File: src/rtl/beam_thresh_sequencer.sv
// beam_thresh_sequencer
// Holds a shadow threshold per beam and, on commit, streams every shadow entry
// to the trigger core with one-hot write strobes, followed by a single
// apply-all pulse. A full pass runs automatically after reset so the trigger
// core never operates with zero thresholds.
module beam_thresh_sequencer #(
    parameter int          NBEAMS         = 8,
    parameter logic [17:0] DEFAULT_THRESH = 18'd9000,
    localparam int         AW             = $clog2(NBEAMS)
) (
    input  logic              clk_i,
    input  logic              rst_ni,
    input  logic              wr_en_i,
    input  logic [AW-1:0]     wr_addr_i,
    input  logic [17:0]       wr_data_i,
    input  logic [AW-1:0]     rd_addr_i,
    output logic [17:0]       rd_data_o,
    input  logic              commit_i,
    output logic              busy_o,
    output logic              done_o,
    output logic [17:0]       thresh_o,
    output logic [NBEAMS-1:0] thresh_wr_o,
    output logic              thresh_update_o
);

    typedef enum logic [2:0] {
        ST_INIT,
        ST_IDLE,
        ST_LOAD,
        ST_UPDATE,
        ST_DONE
    } state_e;

    localparam logic [AW:0]       NBEAMS_W = NBEAMS[AW:0];
    localparam logic [AW-1:0]     LAST_IDX = AW'(NBEAMS - 1);
    localparam logic [NBEAMS-1:0] ONE_HOT0 = {{(NBEAMS-1){1'b0}}, 1'b1};

    state_e              state_q, state_d;
    logic [AW-1:0]       idx_q, idx_d;
    logic                pending_q, pending_d;
    logic [17:0]         thresh_q, thresh_d;
    logic [NBEAMS-1:0]   threshWr_q, threshWr_d;
    logic                update_q, update_d;
    logic                busy_q, busy_d;
    logic                done_q, done_d;
    logic [17:0]         rdData_q, rdData_d;
    logic [17:0]         shadow_q [NBEAMS];

    logic                wrAccept;
    logic                rdValid;
    logic                startPass;

    // Out-of-range beam indices are dropped entirely: no write and no re-pass.
    assign wrAccept = wr_en_i && ({1'b0, wr_addr_i} < NBEAMS_W);
    assign rdValid  = ({1'b0, rd_addr_i} < NBEAMS_W);
    assign rdData_d = rdValid ? shadow_q[rd_addr_i] : '0;

    // Shadow threshold storage; writes land at the clock edge, so a pass that samples the same edge sees the old value.
    always_ff @(posedge clk_i or negedge rst_ni) begin
        if (!rst_ni) begin
            for (int i = 0; i < NBEAMS; i++) begin
                shadow_q[i] <= DEFAULT_THRESH;
            end
        end else if (wrAccept) begin
            shadow_q[wr_addr_i] <= wr_data_i;
        end
    end

    // Sequencer next-state and registered-output values; pending collapses any number of mid-pass requests into one extra pass.
    always_comb begin
        state_d    = state_q;
        idx_d      = idx_q;
        pending_d  = pending_q;
        thresh_d   = thresh_q;
        threshWr_d = '0;
        update_d   = 1'b0;
        busy_d     = 1'b0;
        done_d     = 1'b0;
        startPass  = 1'b0;

        case (state_q)
            ST_INIT: begin
                startPass = 1'b1;
            end
            ST_IDLE: begin
                if (commit_i || pending_q) begin
                    startPass = 1'b1;
                end
            end
            ST_LOAD: begin
                if (wrAccept || commit_i) begin
                    pending_d = 1'b1;
                end
                busy_d = 1'b1;
                if (idx_q == LAST_IDX) begin
                    state_d  = ST_UPDATE;
                    update_d = 1'b1;
                end else begin
                    idx_d      = idx_q + 1'b1;
                    threshWr_d = ONE_HOT0 << idx_d;
                    thresh_d   = shadow_q[idx_d];
                end
            end
            ST_UPDATE: begin
                if (wrAccept || commit_i) begin
                    pending_d = 1'b1;
                end
                state_d = ST_DONE;
                done_d  = 1'b1;
            end
            ST_DONE: begin
                pending_d = wrAccept;
                if (pending_q || commit_i) begin
                    startPass = 1'b1;
                end else begin
                    state_d = ST_IDLE;
                end
            end
            default: begin
                state_d = ST_IDLE;
            end
        endcase

        if (startPass) begin
            state_d    = ST_LOAD;
            idx_d      = '0;
            threshWr_d = ONE_HOT0;
            thresh_d   = shadow_q[0];
            busy_d     = 1'b1;
            pending_d  = (state_q == ST_DONE) && wrAccept;
        end
    end

    // State and output registers; reset drops every output to zero at once, so no update pulse escapes a cut pass.
    always_ff @(posedge clk_i or negedge rst_ni) begin
        if (!rst_ni) begin
            state_q    <= ST_INIT;
            idx_q      <= '0;
            pending_q  <= 1'b0;
            thresh_q   <= '0;
            threshWr_q <= '0;
            update_q   <= 1'b0;
            busy_q     <= 1'b0;
            done_q     <= 1'b0;
            rdData_q   <= '0;
        end else begin
            state_q    <= state_d;
            idx_q      <= idx_d;
            pending_q  <= pending_d;
            thresh_q   <= thresh_d;
            threshWr_q <= threshWr_d;
            update_q   <= update_d;
            busy_q     <= busy_d;
            done_q     <= done_d;
            rdData_q   <= rdData_d;
        end
    end

    assign rd_data_o       = rdData_q;
    assign busy_o          = busy_q;
    assign done_o          = done_q;
    assign thresh_o        = thresh_q;
    assign thresh_wr_o     = threshWr_q;
    assign thresh_update_o = update_q;

endmodule

File: config.mk
export PLATFORM = sky130hd
export DESIGN_NAME = beam_thresh_sequencer
export DESIGN_NICKNAME = d
export VERILOG_FILES = /design/src/rtl/beam_thresh_sequencer.sv
export SDC_FILE = /design/constraint.sdc
export NUM_CORES = 1
export LEC_CHECK = 0
export CAP_MARGIN = 20
export CORE_UTILIZATION = 40
export CTS_BUF_LIST = sky130_fd_sc_hd__clkbuf_16
export DETAILED_ROUTE_END_ITERATION = 8
export PLACE_DENSITY = 0.59
export SYNTH_ARGS = -nofsm -noshare
export SYNTH_HDL_FRONTEND = slang
export SYNTH_SLANG_ARGS = --single-unit
File: constraint.sdc
create_clock -name clk_i -period 5.4 [get_ports clk_i]
set_input_delay 0.81 -clock clk_i [delete_from_list [all_inputs] [get_ports clk_i]]
set_output_delay 0.81 -clock clk_i [all_outputs]
set_load 0.005 [all_outputs]
==> flow_metrics.env <==
export IMPL_status="finished, final reports clean"
export IMPL_wl_per_cell_um=23.43
export IMPL_dp_hpwl_mm=13.57
export IMPL_syn_avg_cell_area_um2=16.47
export IMPL_leakagePower_nw=4.749
export IMPL_worstReg2RegEnd="idx_q[0]"
export IMPL_dr_first_iter_drc_count=262
export IMPL_postLayoutCellArea_mm2=0.01147
export IMPL_hold_viol=0
export IMPL_met2_usage_pct=34.16
export IMPL_cts_tree="yes"
export IMPL_ctsHoldBuffers=0
export IMPL_start_kind="flop"
export IMPL_drc=0
export IMPL_grt_busiest_layer="met2"
export IMPL_dieHeight_um=159.7
export IMPL_die_width_um=159.7
export IMPL_worstSetupPathType="reg -> reg"
export IMPL_root_buffer="clkbuf_16"
export IMPL_clk_latency_ns=0.43
export IMPL_numCtsBuffers=17
export IMPL_clkSlewWorstSetupHoldPaths_ns=0.07
export IMPL_ctsResizeCount=0
export IMPL_syn_area_mm2=0.009951
export IMPL_ant_nets=0
export IMPL_holdWs_ns=0.4621
export IMPL_n_fill_cell=2091
export IMPL_relSlewSlack_pct=33.28
export IMPL_placed_area_mm2=0.01088
export IMPL_rsz0062_at_grt="no"
export IMPL_drt_total_wl_mm=23.41
export IMPL_area_growth_synth_to_final_pct=15.30
export IMPL_antennaDiodeCount=0
export IMPL_gp_congestion=0.7182
export IMPL_ios=75
export IMPL_ys_types=41
export IMPL_period_needed_ns=2.820
export IMPL_portBuffers=74
export IMPL_core_mm2=0.02439
export IMPL_cts_buffer_depth=2
export IMPL_syn_inst=604
export IMPL_p_per_area_mw_per_mm2=491.2
export IMPL_grt_pass1_wl_mm=36.62
export IMPL_drive_above_1_share_pct=43.85
export IMPL_timing_rr_start="idx_q[0]"
export IMPL_vias=5724
export IMPL_cts_setup_buffers=0
export IMPL_worst_slew_pin_slew_ns=1.001
export IMPL_first_global_vias=6120
export IMPL_finalSetupViolCount=0
export IMPL_ff_latch_area_mm2=0.005006
export IMPL_synth_seq_cells=198
export IMPL_antenna_found_initial=0
export IMPL_r2r_cells=6
export IMPL_irDropWorstVdd_uv=269.2
export IMPL_ff2ff_setup_slack_ns=2.58
export IMPL_grtUsageMet3_pct=2.961
export IMPL_grt_start_max_net_pins=103
export IMPL_crit_path_end_kind="flop"
export IMPL_critPathArrivalTime_ns=3.16
export IMPL_drv_slew=0
export IMPL_rows=57
export IMPL_vias_per_cell=5.730
export IMPL_initial_core_util_pct=40.80
export IMPL_dr_pass1_iters=4
export IMPL_fmax_mhz=354.7
export IMPL_clock_sinks=198
export IMPL_gr_usage_met1_pct=24.08
export IMPL_grt_overflow=0
export IMPL_fin_nets=696
export IMPL_die_area_mm2=0.02551
export IMPL_yosysWarningCount=0
export IMPL_cp_startpoint="idx_q[0]"
export IMPL_finalCritPeriodShare_pct=52.21
export IMPL_cap_violations=0
export IMPL_ys_seq_area_share_pct=50.30
export IMPL_fin_setup_tns_ns=0
export IMPL_multi_input_area_mm2=0.004539
export IMPL_syn_nets=638
export IMPL_hold_class="in -> async"
export IMPL_cp_endpoint="idx_q[0]"
export IMPL_cp_required_ns=5.74
export IMPL_htreeDepth=4
export IMPL_clock_skew_ns=0.01207
export IMPL_grtUsageTotal_pct=19.20
export IMPL_path_max_fanout=39
[worst min path at each step]
stage,start,to,slack [ns],depth (start not counted)
floorplan,shadow_q[82],shadow_q[82],0.48,1
global placement,shadow_q[82],shadow_q[82],0.49,1
detailed placement,shadow_q[125],shadow_q[125],0.51,1
CTS,rst_ni,busy_o,0.51,1
global route,rst_ni,state_q[1],0.50,1
finish,rst_ni,state_q[1],0.46,1
[cells in the final DEF (no fill, tap or decap), types with 2 or more instances in the layout]
cell type and count:
mux2_2 161, dfrtp_1 157, clkdlybuf4s50_1 71, mux4_1 42, dfstp_2 40, mux4_2 30
inv_1 22, mux2i_1 19, o211ai_1 18, o221ai_1 18, clkbuf_16 17, buf_4 12
inv_6 6, ha_1 5, and3_1 4, and2_1 4, nor2_1 4, o21ai_0 4
nand2_1 3, clkinv_4 3, nor3b_2 2, nand4b_4 2, nor3_4 2, o22ai_1 2
bufinv_16 2, buf_2 2
[layer usage]
metal / share of wire, % / routed length, um
met5: 0 / 0
met4: 1.5 / 359
met3: 3.4 / 794
met2: 53 / 12470
met1: 42 / 9784
[logic make-up (layout without fill, tap and decap cells)]
| family | count (synthesis) | in the layout | synth area share, % |
|---|---|---|---|
| mux | 253 | 253 | 38.12 |
| fa+ha+maj | 6 | 6 | 0.7544 |
| flops | 198 | 198 | 50.30 |
| buf+inv | 69 | 140 | 4.275 |
| compound gates | 49 | 49 | 3.848 |
| simple gates | 29 | 29 | 2.703 |
[flip-flops by register name, summed over array words and instances, names as in the netlist]
name / count
thresh_o: 18
busy_o: 1
done_o: 1
shadow_q: 144
state_q: 3
thresh_wr_o: 8
pending_q: 1
idx_q: 3
thresh_update_o: 1
rd_data_o: 18
[cell usage after synthesis (all sizes together)]
| library cell | instances | area (um2) |
|---|---|---|
| a211o | 1 | 8.760 |
| a21bo | 1 | 10.01 |
| a21o | 1 | 7.510 |
| a21oi | 1 | 5.000 |
| a22o | 1 | 8.760 |
| a31o | 1 | 8.760 |
| and2 | 4 | 25.02 |
| and3 | 4 | 25.02 |
| buf | 40 | 315.3 |
| clkbuf | 8 | 31.28 |
| dfrtp | 158 | 3954 |
| dfstp | 40 | 1051 |
| ha | 6 | 75.07 |
| inv | 21 | 78.83 |
| mux2 | 162 | 1824 |
| mux2i | 19 | 190.2 |
| mux4 | 72 | 1779 |
| nand2 | 3 | 11.26 |
| nand2b | 1 | 13.76 |
| nand4 | 1 | 12.51 |
| nand4b | 3 | 62.56 |
| nor2 | 5 | 26.27 |
| nor3 | 2 | 32.53 |
| nor3b | 2 | 15.01 |
| nor4b | 1 | 15.01 |
| nor4bb | 1 | 10.01 |
| o211ai | 18 | 135.1 |
| o21ai | 4 | 20.02 |
| o221ai | 18 | 157.7 |
| o22ai | 2 | 12.51 |
| o2bb2ai | 1 | 8.760 |
| or2 | 1 | 6.260 |
| or4b | 1 | 13.76 |
[stage by stage]
stage | power (W) | worst slack (ns) | util [%] | cells
3_3_place_gp | 0.004297 | 2.302 | 44.50 | 966
6_report | 0.005636 | 2.581 | 47.04 | 999
2_1_floorplan | 0.003661 | 2.964 | - | 604
4_1_cts | 0.005681 | 2.576 | 47.04 | 999
3_5_place_dp | 0.004381 | 2.216 | 44.61 | 967
5_1_grt | 0.005923 | 2.380 | 47.04 | 999
[area by class of cell]
type | count | area share (%)
repair buffers | 87 | 7.426
flip-flops and latches | 198 | 43.63
well taps | 324 | 3.533
clock inverters | 15 | 1.450
clock buffers | 17 | 3.708
multi-input cells | 337 | 39.56
inverters | 21 | 0.6870
[critical path, stage by stage (launching register included)]
cell and delay, ns:
dfrtp_2 0.36, buf_4 0.61, ha_1 0.29, ha_2 0.22
a211o_1 0.76, o21ai_0 0.28, o21ai_0 0.22
[where the power goes]
group / internal [W] / leakage (nW) / switching, W
registers: 0.00193 / 2.34 / 0.000287
logic: 0.00119 / 2.12 / 0.000941
clock network: 0.000696 / 0.293 / 0.000595
total: 0.00381 / 4.75 / 0.00182
(Power assumes the default switching activity.)
